$ cat src/rtl/cork_stock_counter_pkg.sv
// Shared definitions for the cork stock counter: refill FSM states and
// decrement-mode encodings.
package cork_stock_counter_pkg;

    typedef enum logic [1:0] {
        ST_IDLE = 2'd0,
        ST_REQ  = 2'd1,
        ST_HOLD = 2'd2
    } refill_state_e;

    localparam int DECR_LEVEL = 0;
    localparam int DECR_EDGE  = 1;

endpackage

$ cat src/rtl/cork_stock_counter_rise_pulse.sv
// Rising-edge detector. prev resets to 1 so an input already high when reset
// is released does not count as an edge.
module rise_pulse (
    input  logic clk,
    input  logic reset,
    input  logic sig,
    output logic pulse
);

    logic prev;

    always_ff @(posedge clk or posedge reset) begin
        if (reset) begin
            prev <= 1'b1;
        end else begin
            prev <= sig;
        end
    end

    assign pulse = sig & ~prev;

endmodule

$ cat src/rtl/cork_stock_counter.sv
// Saturating cork stock counter with edge-counted increment, level/edge
// decrement, threshold alarms, sticky error and automatic refill handshake.
module cork_stock_counter
    import cork_stock_counter_pkg::*;
#(
    parameter int WIDTH         = 5,
    parameter int MAX_VALUE     = 31,
    parameter int INIT_VALUE    = 31,
    parameter int LOW_THRESH    = 14,
    parameter int ALARM_VALUE   = 14,
    parameter int REFILL_AMOUNT = 10,
    parameter int DECR_MODE     = DECR_LEVEL
) (
    input  logic             clk,
    input  logic             reset,
    input  logic             incr_en,
    input  logic             decr_en,
    input  logic             auto_refill_en,
    input  logic             refill_ack,
    input  logic             clr_err,
    output logic [WIDTH-1:0] q,
    output logic             low_flag,
    output logic             match_flag,
    output logic             empty,
    output logic             full,
    output logic             refill_req,
    output logic             err_flag
);

    // Two guard bits: one for the sign, one for headroom above MAX_VALUE.
    localparam int SUM_W = WIDTH + 2;
    localparam logic signed [SUM_W-1:0] ZERO_S   = '0;
    localparam logic signed [SUM_W-1:0] ONE_S    = SUM_W'(1);
    localparam logic signed [SUM_W-1:0] MAX_S    = SUM_W'(MAX_VALUE);
    localparam logic signed [SUM_W-1:0] REFILL_S = SUM_W'(REFILL_AMOUNT);

    function automatic logic [WIDTH-1:0] sat_clamp(input logic signed [SUM_W-1:0] s);
        if (s[SUM_W-1]) begin
            return '0;
        end
        if (s > MAX_S) begin
            return WIDTH'(MAX_VALUE);
        end
        return s[WIDTH-1:0];
    endfunction

    function automatic logic out_of_range(input logic signed [SUM_W-1:0] s);
        return s[SUM_W-1] || (s > MAX_S);
    endfunction

    refill_state_e           state, state_next;
    logic [WIDTH-1:0]        count;
    logic                    err_r;
    logic                    incr_p;
    logic                    decr_p;
    logic                    refill_apply;
    logic signed [SUM_W-1:0] delta;
    logic signed [SUM_W-1:0] sum;

    rise_pulse u_incr_edge (
        .clk   (clk),
        .reset (reset),
        .sig   (incr_en),
        .pulse (incr_p)
    );

    generate
        if (DECR_MODE == DECR_EDGE) begin : g_decr_edge
            rise_pulse u_decr_edge (
                .clk   (clk),
                .reset (reset),
                .sig   (decr_en),
                .pulse (decr_p)
            );
        end else begin : g_decr_level
            assign decr_p = decr_en;
        end
    endgenerate

    // An ack only counts while a request is actually outstanding.
    assign refill_apply = (state == ST_REQ) && refill_ack;

    always_comb begin
        delta = (incr_p ? ONE_S : ZERO_S) - (decr_p ? ONE_S : ZERO_S)
              + (refill_apply ? REFILL_S : ZERO_S);
        sum   = $signed({2'b00, count}) + delta;
    end

    always_ff @(posedge clk or posedge reset) begin
        if (reset) begin
            count <= WIDTH'(INIT_VALUE);
            err_r <= 1'b0;
        end else begin
            count <= sat_clamp(sum);
            if (out_of_range(sum)) begin
                err_r <= 1'b1;
            end else if (clr_err) begin
                err_r <= 1'b0;
            end
        end
    end

    always_ff @(posedge clk or posedge reset) begin
        if (reset) begin
            state <= ST_IDLE;
        end else begin
            state <= state_next;
        end
    end

    // HOLD gives q one cycle to settle before low_flag is looked at again.
    always_comb begin
        state_next = state;
        case (state)
            ST_IDLE: if (auto_refill_en && low_flag) state_next = ST_REQ;
            ST_REQ:  if (refill_ack) state_next = ST_HOLD;
            ST_HOLD: state_next = ST_IDLE;
            default: state_next = ST_IDLE;
        endcase
    end

    assign q          = count;
    assign err_flag   = err_r;
    assign refill_req = (state == ST_REQ);
    assign low_flag   = (count <= WIDTH'(LOW_THRESH));
    assign match_flag = (count == WIDTH'(ALARM_VALUE));
    assign empty      = (count == '0);
    assign full       = (count == WIDTH'(MAX_VALUE));

endmodule

$ cat config.mk
export PLATFORM = sky130hd
export DESIGN_NAME = cork_stock_counter
export DESIGN_NICKNAME = d
export VERILOG_FILES = /design/src/rtl/cork_stock_counter_pkg.sv /design/src/rtl/cork_stock_counter_rise_pulse.sv /design/src/rtl/cork_stock_counter.sv
export SDC_FILE = /design/constraint.sdc
export NUM_CORES = 1
export LEC_CHECK = 0
export ABC_AREA = 1
export BUFFER_PORTS_ARGS = -buffer_cell sky130_fd_sc_hd__buf_2
export CORE_MARGIN = 2
export CORE_UTILIZATION = 46
export CTS_CLUSTER_DIAMETER = 120
export DETAILED_ROUTE_END_ITERATION = 10
export GPL_TIMING_DRIVEN = 0
export PLACE_DENSITY = 0.78
export SLEW_MARGIN = 15
export SYNTH_ARGS = -nofsm -noshare
export SYNTH_HDL_FRONTEND = slang
export SYNTH_SLANG_ARGS = --single-unit
$ cat constraint.sdc
create_clock -name clk -period 2.18 [get_ports clk]
set_input_delay 0.436 -clock clk [delete_from_list [all_inputs] [get_ports clk]]
set_output_delay 0.436 -clock clk [all_outputs]
set_load 0.03 [all_outputs]
# Word level (Yosys, flattened, before mapping)
# Index checks and enable logic that the tools add are counted.
# totals
ff_bits,9
output_inout_bits,11
word_cells,38
# op_classes
order_cmp,2
n_reduce_logical,7
mux,15
add_sub_neg,3
bitwise,2
n_eq_ne,5
# ops
op,count
two-way mux 5 bit,4
adder 6 x 6 -> 7 bit,1
"greater-than comparator 7 x 6 -> 1 bit, second input constant",1
two-way mux 1 bit,7
adder 2 x 5 -> 6 bit,1
"== test 5 x 4 -> 1 bit, second input constant",1
"== test 5 bit, second input constant",1
"<= comparator 5 x 4 -> 1 bit, second input constant",1
logical NOT 5 bit,1
two-way mux 2 bit,2
two-way mux 4 bit,1
"inequality test 2 bit, second input constant",2
one-hot mux 2 bit (2 select lines),1
"== test 2 x 1 -> 1 bit, second input constant",1
logical AND 1 bit,2
logical NOT 2 bit,1
AND reduction 2 bit,1
nonzero test 2 bit,1
subtractor 1 x 1 -> 2 bit,1
AND 1 bit,1
logical OR 1 bit,1
inverter 1 bit,1

# Depth between registers and ports, before layout
# Gate-level depths: netlist of run 1.
# logic_depth
ltp_word,11
depth_mapped,18
depth_no_buf,18

# By module
# A second synthesis of run 1 with hierarchy kept.
# hier_totals
hier_cells,103
area_unflattened_um2,753.2
# by_module_without_submodules
module,area_each_um2,seq_area_each_um2,cells_per_inst,instances
cork_stock_counter,713.2,206.4,99,1
rise_pulse,40.0,26.3,4,1

# Least setup slack after synthesis of run 1
# No wires, ideal clock.
# synth_path
path_type,reg-to-reg
start,register state[1]
end,"register err_r, in the netlist err_flag"
t_arrival_ns,2.313
slack_ns,-0.251
path_buffers,0
setup_time_ns,0.117
path_stages_with_launch,17
t_required_ns,2.063
path_cell_list,dfrtp_1 > inv_1 > nand2_1 > inv_1 > nand2_1 > xor2_1 > inv_1 > ha_1 > ha_1 > inv_1 > fa_1 > inv_1 > nand3_1 > nand3_1 > nand2_2 > nor2_1 > nand2_1
# synth_between
elab_chain_cells,8
word_cells_on_any_way,9
classes_between,add/sub: 2; order compare: 1; eq/ne: 1; mux: 2; reduce/logical: 3
# synth_rtl
item,line,source
"start, declared",cork_stock_counter.sv:51,"refill_state_e state, state_next;"
"start signal, assigned",cork_stock_counter.sv:107,state <= state_next;
== test 2 x 1 -> 1 bit *,--,
net refill_req,cork_stock_counter.sv:26,"output logic refill_req,"
logical AND 1 bit *,cork_stock_counter.sv:81,assign refill_apply = (state == ST_REQ) && refill_ack;
two-way mux 4 bit *,cork_stock_counter.sv:85,+ (refill_apply ? REFILL_S : ZERO_S);
adder 2 x 5 -> 6 bit *,cork_stock_counter.sv:85,
adder 6 x 6 -> 7 bit *,cork_stock_counter.sv:86,"sum = $signed({2'b00, count}) + delta;"
greater-than comparator 7 x 6 -> 1 bit,cork_stock_counter.sv:48,return s[SUM_W-1] || (s > MAX_S);
logical OR 1 bit *,cork_stock_counter.sv:48,
two-way mux 1 bit / nonzero test 2 bit (equally long branches),--,
"end signal, assigned",cork_stock_counter.sv:92,err_r <= 1'b0;
"end signal, assigned",cork_stock_counter.sv:96,err_r <= 1'b1;
"end signal, assigned",cork_stock_counter.sv:98,err_r <= 1'b0;
"end, declared",cork_stock_counter.sv:53,logic err_r;
# The timed path passes the listed nets; every way through them passes the cells marked *.
# A chain may end at the register's enable or synchronous reset.

# Final worst setup path of run 1
# layout_path
start,register state[1]
end,"register count[1], in the netlist q[1]"
# layout_between
elab_chain_cells,10
word_cells_on_any_way,12
classes_between,add/sub: 2; order compare: 1; eq/ne: 1; mux: 7; reduce/logical: 1
# layout_rtl
item,line,source
== test 2 x 1 -> 1 bit *,cork_stock_counter.sv:81,
logical AND 1 bit *,cork_stock_counter.sv:81,
two-way mux 4 bit *,cork_stock_counter.sv:85,
adder 2 x 5 -> 6 bit *,cork_stock_counter.sv:85,
adder 6 x 6 -> 7 bit *,cork_stock_counter.sv:86,
greater-than comparator 7 x 6 -> 1 bit,cork_stock_counter.sv:41,if (s > MAX_S) begin
two-way mux 1 bit (2 in series),cork_stock_counter.sv:41,
two-way mux 5 bit,cork_stock_counter.sv:44,return s[WIDTH-1:0];
two-way mux 5 bit *,cork_stock_counter.sv:41,
"end signal, assigned",cork_stock_counter.sv:91,count <= WIDTH'(INIT_VALUE);
"end signal, assigned",cork_stock_counter.sv:94,count <= sat_clamp(sum);
"end, declared",cork_stock_counter.sv:52,logic [WIDTH-1:0] count;
# Mark *: on every way between the ends. The rest lies on a longest branch, timed or not. The select of a mux whose other input is x is not followed.

==> results_dict.tcl, run 1 <==
set metrics [dict create \
    cts_sinks 9 \
    die_height_um 44.2 \
    overflow 0 \
    synth_area_leaders "dfstp_2, ha_1, inv_1" \
    tritoncts "done" \
    io_pins 18 \
    p_leak_nw 0.546 \
    hold-worst-slack_ps 131 \
    ys_types 19 \
    antenna_cells 0 \
    netlist_instances 101 \
    wire_per_inst_um 11.7 \
    h-tree-depth 1 \
    tightest_slew_ps 345 \
    synthFlopType "dfstp_2" \
    cts_buffers 3 \
    failed_checks "setup timing" \
    drc 0 \
    cts_hold_buf 0 \
    nets 145 \
    status "finished, violations left" \
    cts-root-buf "clkbuf_4" \
    drive_gt1_share_pct 38.4 \
    yosysWarningCount 0 \
    synth.top_cell.area_share_pct 21.2 \
    ant_nets 0 \
    grt_pass1_wl_mm 2.75 \
    worst_ep_arrival_time_ps 2500 \
    drt_first_pass_iters 3 \
    place_hpwl_mm 1.29 \
    via_per_inst 4.96 \
    wl_mm 1.66 \
    port_buffers 17 \
    seq_area_frac_synth_pct 31.3 \
    synth.avg_cell_area_um2 7.36 \
    grt_max_degree 10 \
    synth_top_cell_by_area "dfstp_2" \
    cp.required_ps 2370 \
    skew_ps 3.97 \
    dr_total_vias 699 \
    postLayoutCoreUtil_pct 63.0 \
    crit_type "flop to flop" \
    yosysMostFrequentCell "inv_1" \
    stdcell_area_um2 948 \
    slew_viol_final 0 \
    worst-path-max-fanout 6 \
    syn_nets 120 \
    fp.coreArea_um2 1510 \
    syn_to_final_growth_pct 27.6 \
    setup_ws_ps -130 \
    synth_edf_count 0 \
    grt_use_total_pct 19.7 \
    ys_seq_elements 9 \
    place.gp.congestion 0.731 \
    rsz0062_at_grt "yes" \
    vdd.ir_drop.worst_v 0.000900 \
    drtIter0Drc 9 \
    synthArstFlopShare_pct 100 \
    syn_area_um2 743 \
    grt_pass1_vias 680 \
    crit_path_start_kind "flop" \
    worst_setup_path_end_kind "flop" \
    grt_antenna_before_repair 0 \
    fin_crit_sh_pct 106 \
    power_density_nw_per_um2 1670 \
    yosys-top-cells-count "inv_1, nand2_1, nor2_1, ha_1" \
    period_needed_ps 2310 \
    dieArea_um2 1950 \
    core.rowCount 14 \
    setup_violations 6 \
    slew_headroom_pct 77.0 \
    placed_cell_area_um2 863 \
    clock_latency_ps 250 \
    dieWidth_um 44.2 \
    clk_pin_slew_ps 60 \
    start_util_pct 49.3 \
    clockBufferDepth 2 \
    hold_viol 0 \
    maxCapViolCount 0 \
    hp-class "input pin to asynchronous set/reset pin" \
    max_freq_mhz 433 \
]
metrics by stage:
step	instances	TNS [ps]	power (mW)	worst slack (ps)
after floorplan	101	-34.8	1.10	-14.4
after global placement	134	-1090	1.28	-188
after detailed placement	134	-1370	1.33	-246
after CTS	140	-566	1.53	-102
after global routing	141	-1650	1.73	-282
final	141	-750	1.58	-130
logic make-up after synthesis:
logic type / share of synthesized area [%]
xor gates and xnor gates: 3.54
buffers and inverters: 11.6
DFF: 31.3
adders and majority gates: 21.2
and+or+nand+nor: 29.1
AOI/OAI and AO/OA: 3.20
flip-flops by register name, indices dropped and copies added (netlist names):
name              flops
err_flag              1
q                     5
state                 2
u_incr_edge.prev      1
area by class of cell:
type	count	area, µm²
Multi-Input combinational cell	69	473
Clock buffer	4	26.3
Timing Repair Buffer	20	108
Sequential cell	9	233
Fill cell	149	558
Tap cell	16	20.0
Inverter	23	88.8
metal layers:
| metal | routed length (µm) | track usage, % | share of wire, % | vias to the layer above |
|---|---|---|---|---|
| met1 | 719 | 23.8 | 43 | 330 |
| met3 | 63 | 4.90 | 3.8 | 0 |
| li1 | - | - | - | 356 |
| met4 | 0 | 5.45 | 0 | 0 |
| met5 | 0 | 0 | 0 | - |
| met2 | 872 | 34.7 | 53 | 13 |
layout by cell type (no fill, tap or decap), types with 2 or more instances in the layout:
master / instances
nor2_1: 14
nand2_2: 3
xor2_1: 2
nand2_4: 2
buf_4: 3
dfstp_2: 6
dfrtp_1: 3
inv_2: 2
clkbuf_4: 3
nand3_1: 4
nand3_2: 3
nand2_1: 18
ha_1: 9
buf_2: 17
ha_2: 2
inv_1: 20
power breakdown:
| part | internal [mW] | switching [mW] | total [mW] |
|---|---|---|---|
| Combinational | 0.404 | 0.696 | 1.10 |
| Clock | 0.0704 | 0.0555 | 0.126 |
| Sequential | 0.278 | 0.0783 | 0.357 |
timing repair:
action | in CTS | in global routing
setup buffers | 2 | 1
pin swaps | 12 | 8
cloned | 0 | 0
resized for setup | 9 | 3
endpoints found under the setup margin | 6 | 6
path summary, 6_finish.rpt:
path | depth (start not counted) | slack [ps] | start | to
min | 2 | 130 | reset | err_flag
max | 17 | -130 | state[1] | q[1]
min reg2reg | 4 | 590 | err_flag | err_flag
max in group asynchronous | 2 | 1750 | reset | q[3]
min in group clk | 1 | 290 | incr_en | u_incr_edge.prev
max reg2reg | 17 | -130 | state[1] | q[1]
worst max-delay path, cell delays in order, from the launching register on:
cell and delay, ps:
dfrtp_1 380, inv_1 70, nand2_2 70, inv_4 60
nand2_4 50, xor2_1 150, inv_1 60, ha_1 280
ha_2 180, inv_2 40, fa_2 350, inv_2 70
nand3_2 80, nand2_1 90, nand2_2 70, nand2_4 110
nor2_1 50, nor2_1 90
(Power assumes the default switching activity.)
==> run 2, diff against run 1 <==
Settings changed: CELL_PAD_IN_SITES_DETAIL_PLACEMENT set to 1, CELL_PAD_IN_SITES_GLOBAL_PLACEMENT set to 1, CORE_ASPECT_RATIO set to 1.25, CORE_UTILIZATION 46 to 33, CTS_CLUSTER_SIZE set to 12, SKIP_CTS_REPAIR_TIMING set to 1.
==> run 2 against run 1 <==
The run still ends with setup timing left. Die area up 36%. Combinational power up 10%. Setup slack better by 4.3 ps. Clock power about the same. Critical path type unchanged. Highest routed layer is now met4.
==> results_dict.tcl, run 2 (synthesis gave the netlist of run 1 again) <==
set metrics [dict create \
    power.total_mw 1.70 \
    slew_viol_final 0 \
    layout_common_cells "inv_1, nand2_1, buf_2" \
    drt_first_pass_iters 3 \
    rsz0062_at_grt "yes" \
    path_cells "inv_2 -> nand2_4 -> inv_4 -> nand2_4 -> xor2_1 -> inv_1 -> ha_4 -> ha_4 -> inv_2 -> fa_2 -> inv_2 -> nand3_2 -> nand2_2 -> nand2_2 -> nand2_4 -> nor2_1 -> nor2_1" \
    cp.required_ps 2360 \
    drc 0 \
    max_freq_mhz 434 \
    place_hpwl_mm 1.54 \
    cts_sinks 9 \
    cts-root-buf "clkbuf_4" \
    port_buffers 17 \
    tightest_slew_ps 355 \
    period_needed_ps 2310 \
    overflow 0 \
    fp.coreArea_um2 2160 \
    grt_pass1_vias 682 \
    cts_buffers 3 \
    skew_ps 10.6 \
    clk_pin_slew_ps 70 \
    nets 147 \
    tns_ps -596 \
    wl_mm 2.04 \
    hold_viol 0 \
    place.gp.congestion 0.737 \
    slowest_stage "fa_2" \
    drive_gt1_share_pct 42.5 \
    setup_violations 6 \
    ant_nets 0 \
    grt_use_total_pct 15.9 \
    core.rowCount 19 \
    power_density_nw_per_um2 1630 \
    crit_type "flop to flop" \
    final_common_cell "inv_1" \
    io_pins 18 \
    tritoncts "done" \
    worst-path-max-fanout 6 \
    syn_to_final_growth_pct 39.9 \
    failed_checks "setup timing" \
    die_height_um 57.1 \
    wire_per_inst_um 12.9 \
    dr_total_vias 731 \
    largest_reg_flops 5 \
    dieArea_um2 2650 \
    hold-worst-slack_ps 130 \
    dieWidth_um 46.4 \
    drtIter0Drc 1 \
    setup_ws_ps -126 \
    grt_antenna_before_repair 0 \
    grt_max_degree 10 \
    maxCapViolCount 0 \
    via_per_inst 4.63 \
    clock_latency_ps 260 \
    h-tree-depth 1 \
    p_leak_nw 0.559 \
    worst_setup_path_end_kind "flop" \
    crit_path_start_kind "flop" \
    worst_ep_arrival_time_ps 2490 \
    antenna_cells 0 \
    slowest_delay_ps 400 \
    start_util_pct 34.4 \
    slew_headroom_pct 76.3 \
    hp-class "input pin to asynchronous set/reset pin" \
    clockBufferDepth 2 \
    grt_pass1_wl_mm 3.01 \
    vdd.ir_drop.worst_v 0.000644 \
    status "finished, violations left" \
    fin_crit_sh_pct 106 \
]
==> run 2: cell types whose count changed in the layout (fill, tap and decap cells not counted), sizes merged <==
cell,delta
buf,+2
==> run 2: critical path: cells and delay by family, from the launching register on <==
kind / cells / cell delay, ps
flops: 1 / 390
fa+ha+maj: 3 / 800
simple gates: 8 / 550
buf+inv: 5 / 330
xor+xnor: 1 / 150
==> run 2: cell type report <==
| class | instances | area (µm²) |
|---|---|---|
| Inverter | 23 | 88.8 |
| Clock buffer | 4 | 26.3 |
| Fill cell | 283 | 1120 |
| Tap cell | 31 | 38.8 |
| Sequential cell | 9 | 233 |
| Timing Repair Buffer | 22 | 123 |
| Multi-Input combinational cell | 69 | 531 |
==> run 2: where the power goes <==
group	total (mW)	internal [mW]	switching, mW
Combinational	1.21	0.474	0.733
Clock	0.127	0.0703	0.0567
Sequential	0.364	0.279	0.0850
==> run 2: final timing paths <==
| check | start | endpoint | slack, ps | cells after the start |
|---|---|---|---|---|
| min | reset | state[0] | 130 | 2 |
| max | state[1] | q[3] | -130 | 17 |
| max reg2reg | state[1] | q[3] | -130 | 17 |
| min in group clk | incr_en | u_incr_edge.prev | 280 | 1 |
| min reg2reg | state[1] | state[0] | 580 | 3 |
| max in group asynchronous | reset | q[3] | 1740 | 2 |
==> run 2: stage by stage <==
| stage | cell area (µm²) | cells | util [%] | worst slack [ps] |
|---|---|---|---|---|
| 6_report | 1040 | 158 | 48.1 | -126 |
| 5_1_grt | 1040 | 158 | 48.1 | -228 |
| 4_1_cts | 908 | 153 | 42.0 | -248 |
| 3_5_place_dp | 882 | 149 | 40.8 | -319 |
| 3_3_place_gp | 882 | 149 | 40.8 | -218 |
| 2_1_floorplan | 758 | 101 | - | -14.4 |
==> run 2: per-layer routing <==
metal	vias to the layer above	global-route usage [%]	part of all wire, %
li1	362	-	-
met5	-	0	0
met4	0	6.12	1.7
met2	13	28.8	59
met3	4	0.949	2.3
met1	352	18.6	37
